==> src/rtl/lighthouse_pulse_capture.sv <==
`timescale 1ns/1ps
`default_nettype none
// ============================================================================
// Module      : lighthouse_pulse_capture
// Description : Multi-sensor optical pulse timestamper. Each envelope input
//               is synchronised, measured (start timestamp and width),
//               classified as sync or sweep, held in a 1-deep pending slot
//               and arbitrated round-robin into a shared first-word-fall-
//               through FIFO drained through a valid/ready stream.
// Revision    : 1.0 - initial release
// ============================================================================
module lighthouse_pulse_capture #(
    parameter int NUM_SENSORS = 2,
    parameter int TS_WIDTH    = 32,
    parameter int W_BITS      = 16,
    parameter int MIN_PULSE   = 4,
    parameter int SYNC_MIN    = 2400,
    parameter int FIFO_DEPTH  = 8
) (
    input  logic                       clk,
    input  logic                       rst,
    input  logic [NUM_SENSORS-1:0]     env_in,
    input  logic                       enable,
    output logic [TS_WIDTH-1:0]        timestamp,
    output logic                       evt_valid,
    input  logic                       evt_ready,
    output logic [((NUM_SENSORS > 1) ? $clog2(NUM_SENSORS) : 1)-1:0] evt_sensor,
    output logic [TS_WIDTH-1:0]        evt_start_ts,
    output logic [W_BITS-1:0]          evt_width,
    output logic                       evt_is_sync,
    output logic [15:0]                overflow_cnt
);

    localparam int SW = (NUM_SENSORS > 1) ? $clog2(NUM_SENSORS) : 1;
    localparam int AW = $clog2(FIFO_DEPTH);
    localparam int DW = $clog2(NUM_SENSORS + 1);

    localparam logic [W_BITS:0] c_min_width  = (W_BITS+1)'(MIN_PULSE);
    localparam logic [W_BITS:0] c_sync_width = (W_BITS+1)'(SYNC_MIN);

    typedef enum logic {
        ST_IDLE = 1'b0,
        ST_HIGH = 1'b1
    } state_t;

    typedef struct packed {
        logic [SW-1:0]       sensor;
        logic [TS_WIDTH-1:0] ts;
        logic [W_BITS-1:0]   width;
        logic                is_sync;
    } evt_t;

    // A saturated width always reports as sync, whatever SYNC_MIN is.
    function automatic logic f_is_sync(input logic [W_BITS-1:0] w);
        return ({1'b0, w} >= c_sync_width) || (&w);
    endfunction

    // Front end: synchroniser, edge history, arming after reset
    logic [NUM_SENSORS-1:0] sync1_q, sync1_d;
    logic [NUM_SENSORS-1:0] sync2_q, sync2_d;
    logic [NUM_SENSORS-1:0] sprev_q, sprev_d;
    logic [NUM_SENSORS-1:0] armed_q, armed_d;
    logic [1:0]             prime_q, prime_d;
    logic [TS_WIDTH-1:0]    ts_q, ts_d;

    // Channel measurement
    state_t                 state_q [NUM_SENSORS];
    state_t                 state_d [NUM_SENSORS];
    logic [TS_WIDTH-1:0]    start_q [NUM_SENSORS];
    logic [TS_WIDTH-1:0]    start_d [NUM_SENSORS];
    logic [W_BITS-1:0]      width_q [NUM_SENSORS];
    logic [W_BITS-1:0]      width_d [NUM_SENSORS];
    logic [NUM_SENSORS-1:0] post;
    evt_t                   post_evt [NUM_SENSORS];

    // Pending slots, arbiter, overflow
    logic [NUM_SENSORS-1:0] pend_valid_q, pend_valid_d;
    evt_t                   pend_q [NUM_SENSORS];
    evt_t                   pend_d [NUM_SENSORS];
    logic [SW-1:0]          ptr_q, ptr_d;
    logic [NUM_SENSORS-1:0] grant;
    logic                   grant_any;
    logic [SW-1:0]          grant_idx;
    logic [DW-1:0]          drops;
    logic [16:0]            ovf_sum;
    logic [15:0]            ovf_q, ovf_d;

    // FIFO storage plus registered head (the head counts toward depth)
    evt_t                   mem_q [FIFO_DEPTH];
    logic [AW-1:0]          wr_ptr_q, wr_ptr_d;
    logic [AW-1:0]          rd_ptr_q, rd_ptr_d;
    logic [AW:0]            cnt_q, cnt_d;
    logic [AW+1:0]          occupancy;
    logic                   fifo_full;
    logic                   push, pop;
    evt_t                   out_q, out_d;
    logic                   out_valid_q, out_valid_d;

    // Synchroniser, edge history, arming and channel FSMs
    always_comb begin
        sync1_d = env_in;
        sync2_d = sync1_q;
        sprev_d = sync2_q;
        ts_d    = ts_q + 1'b1;
        prime_d = (prime_q == 2'd2) ? prime_q : prime_q + 2'd1;
        // A channel arms only after it has seen a genuine low once the
        // synchroniser holds real data, so a pulse already in flight at
        // reset release is never measured from the middle.
        armed_d = armed_q | ({NUM_SENSORS{prime_q == 2'd2}} & ~sync2_q);
        post    = '0;
        for (int i = 0; i < NUM_SENSORS; i++) begin
            state_d[i]  = state_q[i];
            start_d[i]  = start_q[i];
            width_d[i]  = width_q[i];
            post_evt[i] = '{sensor:  SW'(i),
                            ts:      start_q[i],
                            width:   width_q[i],
                            is_sync: f_is_sync(width_q[i])};
            if (!enable) begin
                state_d[i] = ST_IDLE;
            end else begin
                case (state_q[i])
                    ST_IDLE: begin
                        if (armed_q[i] && sync2_q[i] && !sprev_q[i]) begin
                            state_d[i] = ST_HIGH;
                            start_d[i] = ts_q;
                            width_d[i] = W_BITS'(1);
                        end
                    end
                    ST_HIGH: begin
                        if (!sync2_q[i]) begin
                            state_d[i] = ST_IDLE;
                            post[i]    = ({1'b0, width_q[i]} >= c_min_width);
                        end else if (width_q[i] != '1) begin
                            width_d[i] = width_q[i] + 1'b1;
                        end
                    end
                    default: state_d[i] = ST_IDLE;
                endcase
            end
        end
    end

    // Round-robin grant of one pending slot into the FIFO
    always_comb begin
        int j;
        j         = 0;
        grant     = '0;
        grant_any = 1'b0;
        grant_idx = '0;
        for (int k = 0; k < NUM_SENSORS; k++) begin
            j = int'(ptr_q) + k;
            if (j >= NUM_SENSORS) j = j - NUM_SENSORS;
            if (!grant_any && !fifo_full && pend_valid_q[j]) begin
                grant_any = 1'b1;
                grant_idx = SW'(j);
            end
        end
        if (grant_any) grant[grant_idx] = 1'b1;
        if (!grant_any)                                ptr_d = ptr_q;
        else if (grant_idx == SW'(NUM_SENSORS - 1))    ptr_d = '0;
        else                                           ptr_d = grant_idx + 1'b1;
    end

    // Pending slot update and saturating drop counter
    always_comb begin
        drops = '0;
        for (int i = 0; i < NUM_SENSORS; i++) begin
            pend_valid_d[i] = pend_valid_q[i];
            pend_d[i]       = pend_q[i];
            if (grant[i]) pend_valid_d[i] = 1'b0;
            if (post[i]) begin
                // A slot leaving this cycle is free for the new event.
                if (!pend_valid_q[i] || grant[i]) begin
                    pend_valid_d[i] = 1'b1;
                    pend_d[i]       = post_evt[i];
                end else begin
                    drops = drops + 1'b1;
                end
            end
        end
        ovf_sum = {1'b0, ovf_q} + 17'(drops);
        ovf_d   = ovf_sum[16] ? 16'hFFFF : ovf_sum[15:0];
    end

    // FIFO pointers and registered head stage
    always_comb begin
        occupancy   = {1'b0, cnt_q} + (AW+2)'(out_valid_q);
        fifo_full   = occupancy >= (AW+2)'(FIFO_DEPTH);
        push        = grant_any;
        pop         = (cnt_q != '0) && (!out_valid_q || evt_ready);
        wr_ptr_d    = push ? wr_ptr_q + 1'b1 : wr_ptr_q;
        rd_ptr_d    = pop  ? rd_ptr_q + 1'b1 : rd_ptr_q;
        cnt_d       = cnt_q + (AW+1)'(push) - (AW+1)'(pop);
        out_d       = out_q;
        out_valid_d = out_valid_q;
        if (pop) begin
            out_d       = mem_q[rd_ptr_q];
            out_valid_d = 1'b1;
        end else if (evt_ready) begin
            out_valid_d = 1'b0;
        end
    end

    // State registers with asynchronous reset
    always_ff @(posedge clk or posedge rst) begin
        if (rst) begin
            sync1_q      <= '0;
            sync2_q      <= '0;
            sprev_q      <= '0;
            armed_q      <= '0;
            prime_q      <= '0;
            ts_q         <= '0;
            pend_valid_q <= '0;
            ptr_q        <= '0;
            ovf_q        <= '0;
            wr_ptr_q     <= '0;
            rd_ptr_q     <= '0;
            cnt_q        <= '0;
            out_q        <= '0;
            out_valid_q  <= 1'b0;
            for (int i = 0; i < NUM_SENSORS; i++) begin
                state_q[i] <= ST_IDLE;
                start_q[i] <= '0;
                width_q[i] <= '0;
                pend_q[i]  <= '0;
            end
        end else begin
            sync1_q      <= sync1_d;
            sync2_q      <= sync2_d;
            sprev_q      <= sprev_d;
            armed_q      <= armed_d;
            prime_q      <= prime_d;
            ts_q         <= ts_d;
            pend_valid_q <= pend_valid_d;
            ptr_q        <= ptr_d;
            ovf_q        <= ovf_d;
            wr_ptr_q     <= wr_ptr_d;
            rd_ptr_q     <= rd_ptr_d;
            cnt_q        <= cnt_d;
            out_q        <= out_d;
            out_valid_q  <= out_valid_d;
            for (int i = 0; i < NUM_SENSORS; i++) begin
                state_q[i] <= state_d[i];
                start_q[i] <= start_d[i];
                width_q[i] <= width_d[i];
                pend_q[i]  <= pend_d[i];
            end
        end
    end

    // FIFO storage; contents are qualified by the pointers so need no reset
    always_ff @(posedge clk) begin
        if (push) mem_q[wr_ptr_q] <= pend_q[grant_idx];
    end

    assign timestamp    = ts_q;
    assign evt_valid    = out_valid_q;
    assign evt_sensor   = out_q.sensor;
    assign evt_start_ts = out_q.ts;
    assign evt_width    = out_q.width;
    assign evt_is_sync  = out_q.is_sync;
    assign overflow_cnt = ovf_q;

endmodule
`default_nettype wire

==> config.mk <==
export PLATFORM = sky130hd
export DESIGN_NAME = lighthouse_pulse_capture
export DESIGN_NICKNAME = d
export VERILOG_FILES = /design/src/rtl/lighthouse_pulse_capture.sv
export SDC_FILE = /design/constraint.sdc
export NUM_CORES = 1
export LEC_CHECK = 0
export ABC_AREA = 0
export CORE_AREA = 5 5 295 297
export DETAILED_ROUTE_END_ITERATION = 7
export DIE_AREA = 0 0 300 302
export PLACE_DENSITY = 0.54
export SYNTH_ARGS = -nofsm -noshare
export SYNTH_HDL_FRONTEND = slang
export SYNTH_SLANG_ARGS = --single-unit
export TNS_END_PERCENT = 50
==> constraint.sdc <==
create_clock -name clk -period 13.8 [get_ports clk]
set_input_delay 2.76 -clock clk [delete_from_list [all_inputs] [get_ports clk]]
set_output_delay 2.76 -clock clk [all_outputs]
set_load 0.05 [all_outputs]
# After elaboration in Yosys (flattened, before gate mapping)
# Memory sizes are Yosys's and may differ from the RTL's. A register that Yosys moved wholly into a read port is not among the register bits.
# Index checks and enable logic that the tools add are counted.
[classes]
magnitude_cmp = 12
addsub = 15
bitwise = 6
eq_ne = 9
muxes = 56
n_reduce_logical = 31
[ops]
columns = ["cell", "n"]
rows = [
  ["$mux 50", 3],
  ["$mux 16", 7],
  ["$lt 32x3->1 const B", 2],
  ["$mux 32", 2],
  ["$pmux 16 s2", 2],
  ["$mux 1", 36],
  ["$add 16x1->16 const B", 2],
  ["$add 32x1->32 const B", 1],
  ["$ge 16x12->1 const B", 2],
  ["$ge 16x3->1 const B", 2],
  ["$ne 16x16->1 const B", 2],
  ["$reduce_and 16->1", 2],
  ["$add 16x2->17", 1],
  ["$logic_and 1x1->1", 9],
  ["$ne 2x2->1 const B", 4],
  ["$reduce_and 4->1", 2],
  ["$logic_not 1->1", 7],
  ["$add 3x1->3 const B", 2],
  ["$mux 2", 3],
  ["$reduce_and 3->1", 2],
  ["$add 4x1->5", 1],
  ["$ge 5x4->1 const B", 1],
  ["$logic_or 1x1->1", 5],
  ["$add 2x1->2 const B", 2],
  ["22 further kinds", 27],
]
[totals]
output_inout_bits = 99
ram_bits = 400
elab_cells = 156
reg_bits = 269
inputBits = 6
memories = 1
[mem_list]
columns = ["name", "words", "word_bits", "rd", "rd_ports_with_merged_regs", "write_ports", "line_no", "rtl"]
rows = [
  ["mem_q", 8, 50, 1, 1, 1, "89", "evt_t mem_q [FIFO_DEPTH];"],
]

# Depth between registers and ports, before layout
[depth]
word_depth = 24
depth_mapped = 15
depth_no_buf = 14

# Worst setup path after synthesis
# No wires, ideal clock.
[synth_timing]
path_type = "register to register"
startpoint = "register out_valid_q (netlist: evt_valid)"
endpoint = "memory mem_q[2][0] (netlist name), enable pin"
synth_period_minus_slack_ns = 7.443
arrival_ns = 6.843
t_required_ns = 13.201
path_buffers = 0
setup_slack_ns = 6.357
setup_time_ns = 0.599
stages_incl_launch_ff = 7
path_cell_list = "dfrtp_1 > ha_1 > ha_1 > and2_1 > nor3_1 > o21ai_2 > nor4b_1"
[synth_via]
elab_chain_cells = 11
[synth_lines]
columns = ["item", "line_no", "rtl"]
rows = [
  ["from (decl)", "97", "logic out_valid_q, out_valid_d;"],
  ["from (signal assigned)", "242", "out_valid_q <= out_valid_d;"],
  ["$add 4x1->5 *", "188", "occupancy = {1'b0, cnt_q} + (AW+2)'(out_valid_q);"],
  ["$ge 5x4->1 *", "189", "fifo_full = occupancy >= (AW+2)'(FIFO_DEPTH);"],
  ["$logic_not 1->1 *", "154", "if (!grant_any && !fifo_full && pend_valid_q[j]) begin"],
  ["$logic_and 1x1->1", "154", ""],
  ["$mux 1", "154", ""],
  ["$logic_not 1->1", "154", ""],
  ["$logic_and 1x1->1 (2 in a row)", "154", ""],
  ["$mux 1 *", "154", ""],
  ["$mux 1 *", "254", "if (push) mem_q[wr_ptr_q] <= pend_q[grant_idx];"],
  ["$mux 1 (not written as such) *", "254", ""],
  ["to (decl)", "89", ""],
]
# Mark *: on every way between the ends. The rest lies on a longest branch, timed or not.

# Worst setup path in the final report
[layout_timing]
startpoint = "input port enable"
endpoint = "register ovf_q[14] (netlist: overflow_cnt[14])"
[layout_via]
elab_chain_cells = 7
elab_cells_between_ends = 8
cone_classes = "add/sub (2); mux (6)"
[layout_lines]
columns = ["item", "line_no", "rtl"]
rows = [
  ["from (decl)", "23", "input logic enable,"],
  ["$mux 1", "119", "if (!enable) begin"],
  ["$mux 1", "172", "if (post[i]) begin"],
  ["$add 2x1->2", "178", "drops = drops + 1'b1;"],
  ["$mux 2", "174", "if (!pend_valid_q[i] || grant[i]) begin"],
  ["$mux 2 *", "172", ""],
  ["$add 16x2->17 *", "182", "ovf_sum = {1'b0, ovf_q} + 17'(drops);"],
  ["$mux 16 *", "183", "ovf_d = ovf_sum[16] ? 16'hFFFF : ovf_sum[15:0];"],
  ["named net ovf_d[14]", "86", "logic [15:0] ovf_q, ovf_d;"],
  ["to (signal assigned)", "237", "ovf_q <= ovf_d;"],
  ["to (decl)", "86", ""],
]
# The timed path passes the listed nets; every way through them passes the cells marked *.
# A chain may end at the register's enable or synchronous reset.

==> impl.org <==
** Clock tree
- TritonCTS clock tree :: built
- For this design, the CTS-stage hold fixing added 0 buffers.
- Total number of H-tree levels :: 3
- Clock buffers created by TritonCTS :: 75
- Total clock sinks :: 719
- Buffer count from post-CTS setup fixing :: 0
- Number of buffers on the longest clock path :: 3
- Clock slew at reported path FFs :: 0.06 ns
- The root buffer cell chosen for the clock tree is clkbuf_16.
- The clock reaches the later pin of the worst-skew pair after 0.62 ns.
- PostCTS Resize Cnt :: 0

** Placed design
- At the end of routability-driven placement, the weighted congestion stood at 0.774.
- Detailed placement finished with a half-perimeter wire length of 36600 um.
- Port Buf Inserts :: 104

** Logic synthesis
- After synthesis, the share of flip-flops with an asynchronous set or reset is 44.4%.
- Dominant register cell in the synthesized netlist :: edfxtp_1
- In this run, synthesis inferred 400 flip-flops with an integrated enable.
- Number of different library cells in the post-synthesis netlist :: 64
- The cell count after synthesis came out at 1833.
- Summing the sequential cell areas from Yosys gives 68.6% of the chip area.
- Count of warnings emitted by yosys :: 0
- Post-synth net total :: 1861
- Number of flip-flops and latches in the synthesized netlist :: 719
- Post-synth design cell area :: 29100 um^2
- After synthesis, the mean cell area works out to 15.9 um^2.

** STA
- Worst-case hold slack :: 0.349 ns
- The final number of hold-violating endpoints is 0.
- Based on the critical path, the design can be clocked at up to 178 MHz.
- Final setup violation count :: 0
- Setup repair after global routing left no endpoint under its margin.
- Number of max-slew violations in the final report :: 0
- Setup TNS after final layout :: 0 ns
- Measured slew at the worst slew-check pin :: 1.06 ns
- Headroom to the max-slew limit came out at 29.2%.
- Period Utilization, post-route :: 40.6%
- Between clock sinks in the finished design, the worst skew comes to 0.0200 ns.
- Final min period :: 5.61 ns

** Global routing
- The first global-routing pass estimated 98900 um of wire.
- GR Util All Layers :: 14.0%
- Vias in the first global route :: 16207
- After global routing the overflow that remains totals 0.
- Pin count of the biggest net entering global routing :: 140
- Initial antenna violation count :: 0

** Cells and area
- Area growth, synth to finish :: 16.2%
- Number of nets in the layout :: 1976
- Fraction of final layout cells sized beyond drive strength 1 :: 20.4%

** Pwr
- Sequential group share of total power :: 44.5%
- The internal power of the cells totals 4.06 mW.
- Final Power :: 5.73 mW
- Switching part of the total power :: 29.2%
- Clk network pwr share :: 34.9%
- The analysis attributes to net switching a power of 1.67 mW.
- Proportion of power drawn by combinational gates :: 20.5%
- The worst-case IR drop observed on VDD is 0.0826 mV.
- In this run the static leakage power is 12.9 nW.
- Ratio of total power to cell area :: 169 nW/um^2

** Floorplan
- In this run the count of I/O pins placed on the die edge is 105.
- Initial Utilization :: 34.5%
- The floorplan has 107 rows.
- In this run the standard cell core region covers 84300 um^2.
- Horiz. Die Dim :: 300 um
- Die outline height :: 302 um
- Die footprint :: 90600 um^2

** Drt
- Starting DRC count in detailed routing :: 969
- Number of vias after detailed routing :: 15307
- DRC violations left :: 0
- In this run the remaining antenna-violating nets after routing total 0.
- Initial DRT Pass Iterations :: 5
- Detailed-route wire length :: 62900 um
- In the routed layout, each cell is associated on average with a via count of 4.93.
- Routed wire length per instance :: 20.3 um

** Flow run
- Max cap viols :: 0

** Worst setup path
- Counting both buffers and inverters, the worst setup path holds a total of 2.
- Worst reg2reg setup slack :: 9.43 ns
- Worst path most repeated cell :: ha_1
- Slowest library cell on the worst path :: nor4_1
- Max FO, Critical Path :: 5
- Data arrives at the worst endpoint at 6.12 ns.
- Cell Chain, Critical Path :: clkdlybuf4s50_1 > and3_1 > and3b_1 > ha_1 > mux2_2 > ha_1 > inv_1 > fa_1 > nand4b_1 > nor4_1 > a31oi_1 > a41oi_1
- Worst stage delay on the critical path :: 0.71 ns
- STA classifies the critical path startpoint as a primary input.
- Worst endpoint required time :: 14.31 ns
- The kind of cell with the highest combined delay along the critical path is simple AND/OR/NAND/NOR gates.
- The critical path is of the primary input to flop type.
- STA classifies the critical path endpoint as a flop.

** Outcome
- The flow ran to the end, and the final reports show no timing, DRC or antenna violations.

** Worst hold path
- The min-delay analysis places its worst path in the category flop to flop.
[cells in the final DEF (no fill, tap or decap), types with 7 or more instances in the layout]
| cell | synthesis | layout |
|---|---|---|
| edfxtp_1 | 400 | 400 |
| mux2_2 | 93 | 93 |
| a21oi_1 | 67 | 66 |
| ha_1 | 20 | 20 |
| and4_1 | 7 | 7 |
| mux2_4 | 58 | 58 |
| dfrtp_1 | 319 | 316 |
| clkbuf_8 | 0 | 10 |
| nand2b_1 | 21 | 20 |
| mux2i_1 | 72 | 72 |
| a211oi_1 | 11 | 11 |
| nor2_1 | 67 | 67 |
| clkbuf_1 | 47 | 23 |
| nand4_1 | 18 | 18 |
| inv_1 | 38 | 37 |
| nor3_1 | 9 | 7 |
| o21ai_0 | 12 | 12 |
| nor4_1 | 15 | 12 |
| clkbuf_16 | 0 | 76 |
| clkdlybuf4s50_1 | 0 | 104 |
| mux4_2 | 100 | 100 |
| clkinv_1 | 0 | 13 |
| nand2_1 | 253 | 253 |
| nand3_1 | 30 | 29 |
| xor2_1 | 8 | 8 |
| and3_1 | 13 | 13 |
| buf_4 | 5 | 23 |
| xnor2_1 | 37 | 37 |
[power by group through the flow]
stage | Clock, mW | Sequential [mW] | Combinational, mW
5_1_grt | 2.16 | 2.58 | 1.26
4_1_cts | 2.06 | 2.56 | 1.21
3_5_place_dp | 0 | 2.61 | 1.20
3_3_place_gp | 0 | 2.60 | 1.19
6_report | 2.00 | 2.55 | 1.18
2_1_floorplan | 0 | 2.76 | 0.655
[final timing paths]
| check | end | startpoint | depth (start not counted) |
|---|---|---|---|
| worst max-delay path | overflow_cnt[14] | enable | 12 |
| worst min-delay path | sprev_d[0] | sync1_q[0] | 0 |
| worst max register to register | overflow_cnt[14] | evt_valid | 14 |
| worst min register to register | sprev_d[0] | sync1_q[0] | 0 |
| max in group asynchronous | evt_width[9] | rst | 3 |
| min in group asynchronous | timestamp[16] | rst | 2 |
[registers in the layout, summed over array words and instances, names as in the netlist, 2 cells and up]
| signal | flops |
|---|---|
| armed_q | 2 |
| cnt_q | 4 |
| evt_start_ts | 32 |
| evt_width | 16 |
| mem_q | 400 |
| overflow_cnt | 16 |
| pend_q | 99 |
| pend_valid_q | 2 |
| post_evt | 96 |
| prime_q | 2 |
| rd_ptr_q | 3 |
| sprev_d | 2 |
| sprev_q | 2 |
| state_q | 2 |
| sync1_q | 2 |
| timestamp | 32 |
| wr_ptr_q | 3 |
[worst reg2reg max path, cell delays in order (launching register included)]
cell,delay [ns]
dfrtp_1,0.44
ha_1,0.28
ha_1,0.19
and2_1,0.19
o41ai_2,0.59
inv_1,0.11
ha_1,0.29
mux2_2,0.14
ha_1,0.16
inv_1,0.06
fa_1,0.41
nand4b_1,0.30
nor4_1,0.71
a31oi_1,0.18
a41oi_1,0.20
[through the flow]
stage                     setup WS (ns)  area [um^2]  cells  util, %
after global routing               7.94        33900   3101     40.2
after CTS                          8.24        33900   3101     40.2
after global placement             7.69        31400   2961     37.2
after detailed placement           7.60        31400   2961     37.2
after floorplan                    2.21        29100   1833        -
final                              8.19        33900   3103     40.2
[layout make-up]
cell class,instances,area [um^2]
clock inverter,31,353
inverter,38,150
clock buffer,109,2130
tap,1090,1360
fill,7728,50500
sequential,719,20000
timing repair buffer,127,1210
antenna,2,5.00
multi-input combinational,987,8660
[layer usage]
metal  part of all wire (%)  global-route usage, %
met5                      0                      0
met2                     47                   22.7
met1                     47                   19.6
met4                    1.8                   3.83
met3                    4.0                   2.50
[cell usage after synthesis (3+ instances only)]
cell       count  area share, %
mux4_2       100            7.7
xor2_1         8           0.24
nor4b_1        4           0.12
nor3_1         9           0.15
mux2_4        58            3.0
nand2b_1      21           0.45
nor4_1        15           0.32
and4_1         7           0.21
edfxtp_1     400             41
buf_2         19           0.33
nor2b_1        6           0.13
nor2_1        67           0.86
nand3_1       30           0.52
a21boi_0       3          0.077
ha_1          20           0.86
a21o_1         4           0.10
nand2_1      253            3.3
clkbuf_1      47           0.61
or4_1          6           0.15
mux2_2        93            3.6
o31ai_1        6           0.15
a211oi_1      11           0.28
buf_6          7           0.27
inv_1         38           0.49
buf_4          5           0.13
and3_1        13           0.28
buf_1         10           0.13
nand4_1       18           0.39
and2_1         6           0.13
o21ai_0       12           0.21
a2111oi_2      4           0.21
nand4b_1       3          0.090
dfrtp_1      319             27
xnor2_1       37            1.1
a21oi_1       67            1.2
mux2i_1       72            2.5
[kinds of logic (layout without fill, tap and decap cells)]
kind of cell	Yosys count	count (layout)	share of synthesized area, %
buf+inv	127	305	1.97
mux	323	323	16.8
flops	719	719	68.6
other cells	0	2	0
fa+ha+maj	22	22	0.996
xor+xnor	45	45	1.35
compound gates	122	122	2.70
simple gates	475	475	7.58
(Power assumes the default switching activity.)
